$ cat src/rtl/issue_scheduler_if.sv
// issue_scheduler_if
//   Bundles the check-stage candidate instruction, the writeback retire
//   port and the registered issue port of the issue scheduler.
//   master : check stage / writeback / execution side (drives CHECK_*, WB_*)
//   slave  : the scheduler (drives ISSUE_*)
interface issue_scheduler_if;
   logic [31:0] CHECK_PC;
   logic [6:0]  CHECK_OPCODE;
   logic [4:0]  CHECK_RD;
   logic [4:0]  CHECK_RS1;
   logic [4:0]  CHECK_RS2;
   logic [11:0] CHECK_CSR;
   logic [2:0]  CHECK_FUNCT3;
   logic [6:0]  CHECK_FUNCT7;
   logic [31:0] CHECK_IMM;
   logic        WB_VALID;
   logic [4:0]  WB_RD;
   logic        ISSUE_VALID;
   logic [31:0] ISSUE_PC;
   logic [6:0]  ISSUE_OPCODE;
   logic [4:0]  ISSUE_RD;
   logic [4:0]  ISSUE_RS1;
   logic [4:0]  ISSUE_RS2;
   logic [11:0] ISSUE_CSR;
   logic [2:0]  ISSUE_FUNCT3;
   logic [6:0]  ISSUE_FUNCT7;
   logic [31:0] ISSUE_IMM;

   modport master (
      output CHECK_PC, CHECK_OPCODE, CHECK_RD, CHECK_RS1, CHECK_RS2,
             CHECK_CSR, CHECK_FUNCT3, CHECK_FUNCT7, CHECK_IMM,
             WB_VALID, WB_RD,
      input  ISSUE_VALID, ISSUE_PC, ISSUE_OPCODE, ISSUE_RD, ISSUE_RS1,
             ISSUE_RS2, ISSUE_CSR, ISSUE_FUNCT3, ISSUE_FUNCT7, ISSUE_IMM
   );

   modport slave (
      input  CHECK_PC, CHECK_OPCODE, CHECK_RD, CHECK_RS1, CHECK_RS2,
             CHECK_CSR, CHECK_FUNCT3, CHECK_FUNCT7, CHECK_IMM,
             WB_VALID, WB_RD,
      output ISSUE_VALID, ISSUE_PC, ISSUE_OPCODE, ISSUE_RD, ISSUE_RS1,
             ISSUE_RS2, ISSUE_CSR, ISSUE_FUNCT3, ISSUE_FUNCT7, ISSUE_IMM
   );
endinterface

$ cat src/rtl/issue_scheduler.sv
// issue_scheduler
//   In-order issue stage with a register scoreboard. Holds the check stage
//   on RAW hazards, when too many register writes are outstanding, and for
//   serializing instructions (FENCE/SYSTEM) until the pipe drains.
// Ports
//   CLK, RST    : clock, asynchronous active-high reset
//   FLUSH       : synchronous flush (clears scoreboard and issue register)
//   MEM_WAIT    : global freeze; issue register holds, writeback still retires
//   bus (slave) : CHECK_* candidate, WB_VALID/WB_RD retire, ISSUE_* output
//   STALL       : combinational hold request to check stage and earlier
//   BUSY        : scoreboard, bit n set while xn has a pending write
module issue_scheduler #(
   parameter int unsigned MAX_INFLIGHT = 4
) (
   input  logic                CLK,
   input  logic                RST,
   input  logic                FLUSH,
   input  logic                MEM_WAIT,
   issue_scheduler_if.slave    bus,
   output logic                STALL,
   output logic [31:0]         BUSY
);
   localparam logic [6:0] OP_LUI    = 7'b0110111;
   localparam logic [6:0] OP_AUIPC  = 7'b0010111;
   localparam logic [6:0] OP_JAL    = 7'b1101111;
   localparam logic [6:0] OP_JALR   = 7'b1100111;
   localparam logic [6:0] OP_LOAD   = 7'b0000011;
   localparam logic [6:0] OP_IMM    = 7'b0010011;
   localparam logic [6:0] OP_OP     = 7'b0110011;
   localparam logic [6:0] OP_SYSTEM = 7'b1110011;
   localparam logic [6:0] OP_FENCE  = 7'b0001111;
   localparam logic [6:0] OP_BRANCH = 7'b1100011;
   localparam logic [6:0] OP_STORE  = 7'b0100011;
   localparam logic [6:0] OP_BUBBLE = 7'b0000000;
   localparam logic [3:0] MAX_CNT   = 4'(MAX_INFLIGHT);

   typedef enum logic [1:0] {RUN = 2'd0, HOLD = 2'd1, SERIAL = 2'd2} state_t;

   state_t         state_q, state_d;
   logic [31:0]    busy_q, busy_d;
   logic [3:0]     count_q, count_d;
   logic           issue_valid_q, issue_valid_d;
   logic [107:0]   issue_q, issue_d;

   logic           valid_s, wr_op_s, writer_s, rs1_used_s, rs2_used_s, serial_s;
   logic           wb_hit_s, raw_s, full_s, ser_block_s, issue_s;
   logic [3:0]     count_after_s;

   // Opcode decode: which operands are read, whether rd is written, serializing.
   always_comb begin
      valid_s    = (bus.CHECK_OPCODE != OP_BUBBLE);
      wr_op_s    = 1'b0;
      rs1_used_s = 1'b0;
      rs2_used_s = 1'b0;
      serial_s   = 1'b0;
      case (bus.CHECK_OPCODE)
         OP_LUI, OP_AUIPC, OP_JAL: wr_op_s = 1'b1;
         OP_JALR, OP_LOAD, OP_IMM: begin
            wr_op_s    = 1'b1;
            rs1_used_s = 1'b1;
         end
         OP_OP: begin
            wr_op_s    = 1'b1;
            rs1_used_s = 1'b1;
            rs2_used_s = 1'b1;
         end
         OP_SYSTEM: begin
            wr_op_s    = 1'b1;
            rs1_used_s = 1'b1;
            serial_s   = 1'b1;
         end
         OP_FENCE: begin
            rs1_used_s = 1'b1;
            serial_s   = 1'b1;
         end
         OP_BRANCH, OP_STORE: begin
            rs1_used_s = 1'b1;
            rs2_used_s = 1'b1;
         end
         OP_BUBBLE: wr_op_s = 1'b0;
         default:   rs1_used_s = 1'b1;
      endcase
      writer_s = wr_op_s && (bus.CHECK_RD != 5'd0);
   end

   // Hazard detection; a retiring write releases its register in the same cycle.
   always_comb begin
      wb_hit_s      = bus.WB_VALID && (bus.WB_RD != 5'd0) && busy_q[bus.WB_RD];
      count_after_s = count_q - {3'd0, wb_hit_s};
      raw_s = (rs1_used_s && (bus.CHECK_RS1 != 5'd0) && busy_q[bus.CHECK_RS1] &&
               !(bus.WB_VALID && (bus.WB_RD == bus.CHECK_RS1))) ||
              (rs2_used_s && (bus.CHECK_RS2 != 5'd0) && busy_q[bus.CHECK_RS2] &&
               !(bus.WB_VALID && (bus.WB_RD == bus.CHECK_RS2)));
      full_s      = writer_s && (count_q == MAX_CNT) && !wb_hit_s;
      ser_block_s = serial_s && (count_after_s != 4'd0);
      STALL   = valid_s && !FLUSH && (raw_s || full_s || ser_block_s || MEM_WAIT);
      issue_s = valid_s && !STALL && !FLUSH;
   end

   // Scoreboard and issue-register next state; issue-set wins over WB-clear.
   always_comb begin
      busy_d        = busy_q;
      count_d       = count_q;
      issue_valid_d = issue_valid_q;
      issue_d       = issue_q;
      if (FLUSH) begin
         busy_d        = 32'd0;
         count_d       = 4'd0;
         issue_valid_d = 1'b0;
         issue_d       = 108'd0;
      end else begin
         if (wb_hit_s) begin
            busy_d[bus.WB_RD] = 1'b0;
         end else begin
            busy_d = busy_d;
         end
         if (issue_s && writer_s) begin
            busy_d[bus.CHECK_RD] = 1'b1;
         end else begin
            busy_d = busy_d;
         end
         count_d = count_q + {3'd0, issue_s && writer_s} - {3'd0, wb_hit_s};
         if (MEM_WAIT) begin
            issue_valid_d = issue_valid_q;
         end else if (issue_s) begin
            issue_valid_d = 1'b1;
            issue_d = {bus.CHECK_PC, bus.CHECK_OPCODE, bus.CHECK_RD, bus.CHECK_RS1,
                       bus.CHECK_RS2, bus.CHECK_CSR, bus.CHECK_FUNCT3,
                       bus.CHECK_FUNCT7, bus.CHECK_IMM};
         end else begin
            issue_valid_d = 1'b0;
            issue_d       = 108'd0;
         end
      end
      busy_d[0] = 1'b0;
   end

   // FSM next state: tracks why the check stage is being held.
   always_comb begin
      state_d = state_q;
      if (FLUSH) begin
         state_d = RUN;
      end else if (MEM_WAIT) begin
         state_d = state_q;
      end else begin
         case (state_q)
            RUN: begin
               if (valid_s && (raw_s || full_s)) begin
                  state_d = HOLD;
               end else if (valid_s && ser_block_s) begin
                  state_d = SERIAL;
               end else begin
                  state_d = RUN;
               end
            end
            HOLD, SERIAL: begin
               if (issue_s || !valid_s) begin
                  state_d = RUN;
               end else begin
                  state_d = state_q;
               end
            end
            default: state_d = RUN;
         endcase
      end
   end

   // State registers with asynchronous reset.
   always_ff @(posedge CLK or posedge RST) begin
      if (RST) begin
         state_q       <= RUN;
         busy_q        <= 32'd0;
         count_q       <= 4'd0;
         issue_valid_q <= 1'b0;
         issue_q       <= 108'd0;
      end else begin
         state_q       <= state_d;
         busy_q        <= busy_d;
         count_q       <= count_d;
         issue_valid_q <= issue_valid_d;
         issue_q       <= issue_d;
      end
   end

   assign BUSY            = busy_q;
   assign bus.ISSUE_VALID = issue_valid_q;
   assign {bus.ISSUE_PC, bus.ISSUE_OPCODE, bus.ISSUE_RD, bus.ISSUE_RS1,
           bus.ISSUE_RS2, bus.ISSUE_CSR, bus.ISSUE_FUNCT3,
           bus.ISSUE_FUNCT7, bus.ISSUE_IMM} = issue_q;
endmodule

$ cat src/flat_wrapper.sv
// flat-port wrapper written by rule: the top's interface ports become plain ports
module issue_scheduler_flat 
#(
   parameter int unsigned MAX_INFLIGHT = 4
)
  (CLK, RST, FLUSH, MEM_WAIT, STALL, BUSY, bus_CHECK_PC, bus_CHECK_OPCODE, bus_CHECK_RD, bus_CHECK_RS1, bus_CHECK_RS2, bus_CHECK_CSR, bus_CHECK_FUNCT3, bus_CHECK_FUNCT7, bus_CHECK_IMM, bus_WB_VALID, bus_WB_RD, bus_ISSUE_VALID, bus_ISSUE_PC, bus_ISSUE_OPCODE, bus_ISSUE_RD, bus_ISSUE_RS1, bus_ISSUE_RS2, bus_ISSUE_CSR, bus_ISSUE_FUNCT3, bus_ISSUE_FUNCT7, bus_ISSUE_IMM);
  issue_scheduler_if bus_i ();
  input  logic CLK;
  input  logic RST;
  input  logic FLUSH;
  input  logic MEM_WAIT;
  output logic STALL;
  output logic [31:0] BUSY;
  input wire logic [$bits(bus_i.CHECK_PC)-1:0] bus_CHECK_PC;
  input wire logic [$bits(bus_i.CHECK_OPCODE)-1:0] bus_CHECK_OPCODE;
  input wire logic [$bits(bus_i.CHECK_RD)-1:0] bus_CHECK_RD;
  input wire logic [$bits(bus_i.CHECK_RS1)-1:0] bus_CHECK_RS1;
  input wire logic [$bits(bus_i.CHECK_RS2)-1:0] bus_CHECK_RS2;
  input wire logic [$bits(bus_i.CHECK_CSR)-1:0] bus_CHECK_CSR;
  input wire logic [$bits(bus_i.CHECK_FUNCT3)-1:0] bus_CHECK_FUNCT3;
  input wire logic [$bits(bus_i.CHECK_FUNCT7)-1:0] bus_CHECK_FUNCT7;
  input wire logic [$bits(bus_i.CHECK_IMM)-1:0] bus_CHECK_IMM;
  input wire logic [$bits(bus_i.WB_VALID)-1:0] bus_WB_VALID;
  input wire logic [$bits(bus_i.WB_RD)-1:0] bus_WB_RD;
  output wire logic [$bits(bus_i.ISSUE_VALID)-1:0] bus_ISSUE_VALID;
  output wire logic [$bits(bus_i.ISSUE_PC)-1:0] bus_ISSUE_PC;
  output wire logic [$bits(bus_i.ISSUE_OPCODE)-1:0] bus_ISSUE_OPCODE;
  output wire logic [$bits(bus_i.ISSUE_RD)-1:0] bus_ISSUE_RD;
  output wire logic [$bits(bus_i.ISSUE_RS1)-1:0] bus_ISSUE_RS1;
  output wire logic [$bits(bus_i.ISSUE_RS2)-1:0] bus_ISSUE_RS2;
  output wire logic [$bits(bus_i.ISSUE_CSR)-1:0] bus_ISSUE_CSR;
  output wire logic [$bits(bus_i.ISSUE_FUNCT3)-1:0] bus_ISSUE_FUNCT3;
  output wire logic [$bits(bus_i.ISSUE_FUNCT7)-1:0] bus_ISSUE_FUNCT7;
  output wire logic [$bits(bus_i.ISSUE_IMM)-1:0] bus_ISSUE_IMM;
  assign bus_i.CHECK_PC = bus_CHECK_PC;
  assign bus_i.CHECK_OPCODE = bus_CHECK_OPCODE;
  assign bus_i.CHECK_RD = bus_CHECK_RD;
  assign bus_i.CHECK_RS1 = bus_CHECK_RS1;
  assign bus_i.CHECK_RS2 = bus_CHECK_RS2;
  assign bus_i.CHECK_CSR = bus_CHECK_CSR;
  assign bus_i.CHECK_FUNCT3 = bus_CHECK_FUNCT3;
  assign bus_i.CHECK_FUNCT7 = bus_CHECK_FUNCT7;
  assign bus_i.CHECK_IMM = bus_CHECK_IMM;
  assign bus_i.WB_VALID = bus_WB_VALID;
  assign bus_i.WB_RD = bus_WB_RD;
  assign bus_ISSUE_VALID = bus_i.ISSUE_VALID;
  assign bus_ISSUE_PC = bus_i.ISSUE_PC;
  assign bus_ISSUE_OPCODE = bus_i.ISSUE_OPCODE;
  assign bus_ISSUE_RD = bus_i.ISSUE_RD;
  assign bus_ISSUE_RS1 = bus_i.ISSUE_RS1;
  assign bus_ISSUE_RS2 = bus_i.ISSUE_RS2;
  assign bus_ISSUE_CSR = bus_i.ISSUE_CSR;
  assign bus_ISSUE_FUNCT3 = bus_i.ISSUE_FUNCT3;
  assign bus_ISSUE_FUNCT7 = bus_i.ISSUE_FUNCT7;
  assign bus_ISSUE_IMM = bus_i.ISSUE_IMM;
  issue_scheduler #(.MAX_INFLIGHT(MAX_INFLIGHT)) u_core (.CLK(CLK), .RST(RST), .FLUSH(FLUSH), .MEM_WAIT(MEM_WAIT), .bus(bus_i), .STALL(STALL), .BUSY(BUSY));
endmodule
$ cat config.mk
export PLATFORM = sky130hd
export DESIGN_NAME = issue_scheduler_flat
export DESIGN_NICKNAME = d
export VERILOG_FILES = /design/src/rtl/issue_scheduler_if.sv /design/src/rtl/issue_scheduler.sv /design/src/flat_wrapper.sv
export SDC_FILE = /design/constraint.sdc
export NUM_CORES = 1
export LEC_CHECK = 0
export ABC_AREA = 1
export ABC_CLOCK_PERIOD_IN_PS = 6070
export CAP_MARGIN = 25
export CORE_ASPECT_RATIO = 0.75
export CORE_UTILIZATION = 35
export CTS_CLUSTER_SIZE = 16
export DETAILED_ROUTE_END_ITERATION = 12
export SYNTH_ARGS = -nofsm -noshare
export SYNTH_HDL_FRONTEND = slang
export SYNTH_SLANG_ARGS = --single-unit
$ cat constraint.sdc
create_clock -name CLK -period 6.07 [get_ports CLK]
set_input_delay 0.9105 -clock CLK [delete_from_list [all_inputs] [get_ports CLK]]
set_output_delay 0.9105 -clock CLK [all_outputs]
set_load 0.02 [all_outputs]
**After elaboration in Yosys (flattened, before gate mapping)**

Cells that the tools add are included.

- Flip-flop bits (word level): 144
- Input port bits: 118
- Output and inout port bits: 142

- $add $sub $neg: 3
- Magnitude comparators: 6
- Eq/ne operators: 15
- Multiplexer cells: 25
- Bitwise operators: 3
- Reductions and logical operators: 41

Operators by type and width:

| cell | number |
|---|---|
| 2-to-1 mux 108 bit | 3 |
| 2-to-1 mux 32 bit | 4 |
| AND 32 bit | 1 |
| NOT 32 bit | 1 |
| OR 32 bit | 1 |
| equality test 7 bit, second input constant | 4 |
| < comparator 5 x 6 -> 1 bit, second input constant | 4 |
| equality test 7 x 6 -> 1 bit, second input constant | 3 |
| logical AND 1 bit | 21 |
| nonzero test 5 bit | 4 |
| binary-select mux 1 bit (select 5 bit) | 3 |
| equality test 7 x 5 -> 1 bit, second input constant | 2 |
| 2-to-1 mux 1 bit | 12 |
| demux 1 bit (select 5 bit) | 2 |
| equality test 5 bit | 2 |
| >= comparator 5 x 1 -> 1 bit, second input constant | 2 |
| OR reduction 8 bit | 1 |
| subtractor 4 x 1 -> 4 bit | 2 |
| equality test 7 x 2 -> 1 bit, second input constant | 1 |
| equality test 7 x 4 -> 1 bit, second input constant | 1 |
| logical NOT 7 bit | 1 |
| nonzero test 7 bit | 1 |
| logical NOT 1 bit | 5 |
| adder 4 x 1 -> 4 bit | 1 |
| other kinds (8) | 11 |

**Depth between registers and ports, before layout**

- Depth after elaboration: 18
- Mapped depth: 32
- Gate-level depth less buffers: 29

**Worst setup path before layout**

OpenSTA, ideal clock, no wires.

- Path type: input-to-output
- Start point: input port bus_WB_RD[1]
- End point: output port STALL
- Data arrival time: 3.514 ns
- Data required time: 5.159 ns
- Path slack: 1.645 ns
- Stages on the path: 24
- Cell sequence: clkbuf_1 > clkinv_1 > nand2_1 > nand2_1 > nand2_1 > nand2_1 > nor2_1 > nand2_1 > nand2_2 > clkbuf_1 > inv_1 > ha_1 > inv_1 > nand2_1 > nand2_1 > xor2_1 > inv_1 > a22oi_1 > nor2_1 > nand2_1 > nor2_4 > buf_6 > buf_2 > nor2_1

- Cells in the longest elaborated chain, start to end: 9
- Elaborated cells between the ends (all ways): 23
- Classes of those cells: add/sub: 1; eq/ne: 2; mux: 2; reduce/logical: 18

Ends and longest elaborated chain:

| element | RTL line | source |
|---|---|---|
| start, declared | flat_wrapper.sv:24 | `input wire logic [$bits(bus_i.WB_RD)-1:0] bus_WB_RD;` |
| binary-select mux 1 bit (select 5 bit) (tied with other cells) | issue_scheduler.sv:88 | `wb_hit_s = bus.WB_VALID && (bus.WB_RD != 5'd0) && busy_q[bus.WB_RD];` |
| 2-to-1 mux 1 bit (not written as such) (tied with other cells) | issue_scheduler.sv:88 |  |
| logical AND 1 bit (tied with other cells) | issue_scheduler.sv:88 |  |
| subtractor 4 x 1 -> 4 bit (tied with other cells) | issue_scheduler.sv:89 | `count_after_s = count_q - {3'd0, wb_hit_s};` |
| nonzero test 4 bit (tied with other cells) | issue_scheduler.sv:95 | `ser_block_s = serial_s && (count_after_s != 4'd0);` |
| logical AND 1 bit or logical OR 1 bit (tied branches) | issue_scheduler.sv:95, issue_scheduler.sv:96 |  |
| logical OR 1 bit * (2 in series) | issue_scheduler.sv:96 | `STALL = valid_s && !FLUSH && (raw_s \|\| full_s \|\| ser_block_s \|\| MEM_WAIT);` |
| logical AND 1 bit * | issue_scheduler.sv:96 |  |
| end, declared | flat_wrapper.sv:12 | `output logic STALL;` |

Mark *: on every way between the ends. The rest lies on a longest branch, timed or not. The select of a mux whose other input is x is not followed.

**Worst setup path after layout**

- Start point: input port bus_WB_RD[0]
- End point: output port STALL

Same word-level chain as after synthesis.

==> flow_summary.html <==
<table>
<tr><th>Metric</th><th>Value</th></tr>
<tr><th colspan="2">Status</th></tr>
<tr><td>Outcome</td><td>finished clean</td></tr>
<tr><th colspan="2">Synthesis</th></tr>
<tr><td>Number of enable flip-flop cells after synthesis</td><td>0</td></tr>
<tr><td>Post-synthesis cell type count</td><td>29</td></tr>
<tr><td>Synth Flop Type</td><td>dfrtp_1</td></tr>
<tr><td>Mapped Area</td><td>7760 um2</td></tr>
<tr><td>Most area-hungry cell type in the Yosys netlist</td><td>dfrtp_1</td></tr>
<tr><td>Net Count, Synth</td><td>1182</td></tr>
<tr><td>Top area cells in the synthesized netlist</td><td>dfrtp_1, nand3_1, nand2_1</td></tr>
<tr><td>Post-Syn Instances</td><td>1055</td></tr>
<tr><td>Total of warnings raised by yosys</td><td>0</td></tr>
<tr><td>Portion of synthesized cell area occupied by the leading cell type</td><td>46.4%</td></tr>
<tr><td>List of most frequent post-synthesis cells</td><td>nand2_1, nand3_1, dfrtp_1</td></tr>
<tr><td>Fraction of synthesis flops using an asynchronous set or reset pin</td><td>100%</td></tr>
<tr><td>Synth Register Bits</td><td>144</td></tr>
<tr><td>Average cell area after synthesis</td><td>7.36 um2</td></tr>
<tr><td>Most frequent cell after synthesis</td><td>nand2_1</td></tr>
<tr><td>Post-synthesis sequential area ratio</td><td>46.4%</td></tr>
<tr><th colspan="2">Power</th></tr>
<tr><td>Static Leakage</td><td>4.99 nW</td></tr>
<tr><td>Max IR drop VDD</td><td>0.171 mV</td></tr>
<tr><td>Power per Cell Area</td><td>221 nW/um2</td></tr>
<tr><td>Total design power</td><td>2.43 mW</td></tr>
<tr><th colspan="2">Finish</th></tr>
<tr><td>Number of nets in the finished design</td><td>1394</td></tr>
<tr><td>Layout cell share with drive strength beyond 1</td><td>4.30%</td></tr>
<tr><td>Area added between synthesis and finish</td><td>41.9%</td></tr>
<tr><td>Utilization of the core after routing</td><td>51.3%</td></tr>
<tr><th colspan="2">Detailed routing</th></tr>
<tr><td>Routed WL</td><td>29800 um</td></tr>
<tr><td>TritonRoute pass-1 iters</td><td>5</td></tr>
<tr><td>Number of vias in the routed layout</td><td>8213</td></tr>
<tr><td>ANT nets after route</td><td>0</td></tr>
<tr><td>Iter 0 DRT Violations</td><td>801</td></tr>
<tr><td>DRC</td><td>0</td></tr>
<tr><td>Vias per cell</td><td>5.23</td></tr>
<tr><td>Avg WL per Cell</td><td>19.0 um</td></tr>
<tr><th colspan="2">STA</th></tr>
<tr><td>Post-route clock skew</td><td>12.3 ps</td></tr>
<tr><td>Max Clk Rate</td><td>190 MHz</td></tr>
<tr><td>Final critical-path share of the clock period</td><td>86.6%</td></tr>
<tr><td>Final critical-path required period</td><td>5260 ps</td></tr>
<tr><td>Setup TNS after final layout</td><td>0 ps</td></tr>
<tr><td>Remaining max-slew budget at the tightest pin</td><td>30.7%</td></tr>
<tr><td>Number of setup violations in the final report</td><td>0</td></tr>
<tr><td>Hold violation count in the final report</td><td>0</td></tr>
<tr><td>Unrepaired setup endpoints after global routing</td><td>no</td></tr>
<tr><td>Transition time of the tightest slew-check pin</td><td>1040 ps</td></tr>
<tr><td>Total count of max-transition violations in the final report</td><td>0</td></tr>
<tr><td>Final worst-path setup slack</td><td>812 ps</td></tr>
<tr><th colspan="2">Min path</th></tr>
<tr><td>Worst Hold End</td><td>u_core.issue_q[71]</td></tr>
<tr><td>Depth of the worst hold-timing path</td><td>2</td></tr>
<tr><td>Hold crit path type</td><td>reg2reg</td></tr>
<tr><td>Hold path start</td><td>u_core.issue_q[71]</td></tr>
<tr><th colspan="2">Floorplan</th></tr>
<tr><td>Placement Rows</td><td>46</td></tr>
<tr><td>Placeable core area</td><td>21500 um2</td></tr>
<tr><td>X dimension of the die</td><td>174 um</td></tr>
<tr><td>Die extent in y</td><td>131 um</td></tr>
<tr><td>Boundary pin count</td><td>260</td></tr>
<tr><td>Initial cell density of the core</td><td>36.2%</td></tr>
<tr><td>Die Outline Area</td><td>22800 um2</td></tr>
<tr><th colspan="2">Global routing</th></tr>
<tr><td>Largest net degree at the start of global routing</td><td>98</td></tr>
<tr><td>First-pass GRT wire length</td><td>46000 um</td></tr>
<tr><td>Number of antenna violations at the first check in global routing</td><td>1</td></tr>
<tr><td>GRT Util Overall</td><td>26.6%</td></tr>
<tr><td>Total gr overflow</td><td>0</td></tr>
<tr><td>Vias in the first global route</td><td>7664</td></tr>
<tr><th colspan="2">Worst setup path</th></tr>
<tr><td>Crit Path Max Fanout</td><td>22</td></tr>
<tr><td>CP required</td><td>5160 ps</td></tr>
<tr><td>Kind of cell adding the most delay to the critical path</td><td>buffers and inverters</td></tr>
<tr><td>Type of destination of the critical path</td><td>output pin</td></tr>
<tr><td>Worst-case register-to-register setup slack</td><td>2180 ps</td></tr>
<tr><td>Worst path max stage delay</td><td>660 ps</td></tr>
<tr><td>Worst r2r src</td><td>u_core.BUSY[24]</td></tr>
<tr><td>Count of buffering cells on the critical path with inverters included</td><td>7</td></tr>
<tr><td>Slowest stage cell, crit path</td><td>clkdlybuf4s50_1</td></tr>
<tr><td>Kind of critical path</td><td>in2out</td></tr>
<tr><td>Type of element launching the critical path</td><td>input port</td></tr>
<tr><td>Critical path cell sequence</td><td>clkdlybuf4s50_1 &gt; buf_4 &gt; inv_2 &gt; nor2_2 &gt; nand2_1 &gt; nand3_1 &gt; nand2_1 &gt; nand2_1 &gt; nor2_1 &gt; nand2_1 &gt; nand2_2 &gt; inv_1 &gt; ha_1 &gt; inv_1 &gt; nand2_1 &gt; nand2_1 &gt; xor2_1 &gt; inv_1 &gt; a22oi_1 &gt; nor2_1 &gt; nand2_1 &gt; nor2_4 &gt; nor2_1 &gt; clkdlybuf4s50_1</td></tr>
<tr><td>Worst Path Arrival</td><td>4350 ps</td></tr>
<tr><td>Most numerous cell on the critical path</td><td>nand2_1</td></tr>
<tr><td>Worst reg2reg path endpoint</td><td>u_core.count_q[2]</td></tr>
<tr><td>Worst Reg2Reg Path Length in Cells</td><td>28</td></tr>
<tr><th colspan="2">Place</th></tr>
<tr><td>Final GP Congestion</td><td>0.937</td></tr>
<tr><td>Placement Setup Slack</td><td>834 ps</td></tr>
<tr><td>Detailed placer's ending HPWL</td><td>20900 um</td></tr>
<tr><td>Total of buffers placed on input and output ports</td><td>258</td></tr>
<tr><th colspan="2">Clock tree</th></tr>
<tr><td>Maximum level of the CTS H-tree</td><td>4</td></tr>
<tr><td>Clock tree buffer depth</td><td>2</td></tr>
<tr><td>TritonCTS Buffers</td><td>17</td></tr>
<tr><td>CTS Root Buffer Type</td><td>clkbuf_16</td></tr>
<tr><td>Latest clock arrival within the worst-skew pair</td><td>430 ps</td></tr>
<tr><td>Count of buffers added by post-CTS timing repair for setup</td><td>0</td></tr>
<tr><td>Clock-pin slew of the registers on the worst-case setup and hold paths</td><td>60 ps</td></tr>
<tr><td>Number of hold buffers added after CTS</td><td>0</td></tr>
<tr><td>Count of clock tree sinks</td><td>144</td></tr>
<tr><td>TritonCTS clock tree</td><td>done</td></tr>
<tr><td>Post-cts repair resize count</td><td>0</td></tr>
<tr><th colspan="2">Flow run</th></tr>
<tr><td>Max Cap Violations</td><td>0</td></tr>
</table>
==> metal layers <==
metal | GRT usage, % | part of all wire [%] | routed length (um) | vias up
met1 | 38.7 | 47 | 14000 | 3891
met5 | 0 | 0 | 0 | -
met3 | 5.18 | 6.3 | 1890 | 43
met2 | 39.8 | 45 | 13300 | 326
met4 | 8.67 | 2.0 | 604 | 0
li1 | - | - | - | 3953
==> power by group <==
| part | switching, mW | internal [mW] |
|---|---|---|
| Combinational | 0.253 | 0.173 |
| Sequential | 0.0200 | 0.997 |
| Clock | 0.454 | 0.533 |
| Total | 0.728 | 1.70 |
==> worst reg2reg max path: cells and delay by family, from the launching register on <==
family / cells / cell delay [ps]
AND/OR/NAND/NOR: 14 / 990
XOR/XNOR: 1 / 140
flip-flops: 1 / 490
adder cells (fa/ha/maj): 3 / 790
AO/OA/AOI/OAI: 4 / 470
buffers and inverters: 6 / 900
==> final cells by class <==
class                      instances  area, um2
fill                            2105      10400
multi-input combinational        783       3630
sequential                       144       3600
timing repair buffer             271       2680
clock buffer                      17        425
tap                              288        360
inverter                          50        195
clock inverter                    15        124
antenna                            1       2.50
==> layout by cell type (no fill, tap or decap), types with 2 or more instances in the layout <==
master / Yosys / layout
clkinvlp_4: 0 / 4
nor3_1: 10 / 10
a21oi_1: 39 / 39
clkinv_2: 0 / 4
inv_1: 42 / 39
o22ai_1: 2 / 2
buf_4: 1 / 14
clkinv_1: 5 / 5
nand3_1: 264 / 264
xnor2_1: 2 / 2
inv_2: 3 / 3
nand2_1: 303 / 303
xor2_1: 3 / 3
clkdlybuf4s50_1: 0 / 257
nand4_1: 35 / 35
ha_1: 8 / 8
dfrtp_1: 144 / 144
o21ai_0: 56 / 56
nor2_1: 52 / 52
inv_8: 0 / 2
clkbuf_16: 0 / 17
clkinv_4: 0 / 2
inv_6: 0 / 6
==> state kept, by name (all words and copies together), names as in the netlist <==
name,cells
u_core.BUSY,31
u_core.bus.ISSUE_VALID,1
u_core.count_q,4
u_core.issue_q,108
==> cells by family after synthesis <==
kind of cell,after synthesis,synth area share (%)
other cells,1,0.0483
buf+inv,128,6.83
xor+xnor,5,0.564
flops,144,46.4
fa+ha+maj,9,1.55
compound gates,100,6.57
simple gates,668,38.0
==> per-stage QoR <==
step	cells	area, um2	hold WS [ps]
3_5_place_dp	1536	10500	493
3_3_place_gp	1536	10500	489
4_1_cts	1568	11000	509
2_1_floorplan	1055	7760	620
6_report	1569	11000	505
5_1_grt	1569	11000	521
==> how the worst max path moves through the flow <==
stage	start	endpoint	cells after the start
floorplan	RST	u_core.BUSY[10]	1
global placement	bus_WB_RD[3]	STALL	21
detailed placement	bus_WB_RD[0]	STALL	24
CTS	bus_WB_RD[0]	STALL	24
global route	bus_WB_RD[0]	STALL	24
finish	bus_WB_RD[0]	STALL	24
(Power assumes the default switching activity.)
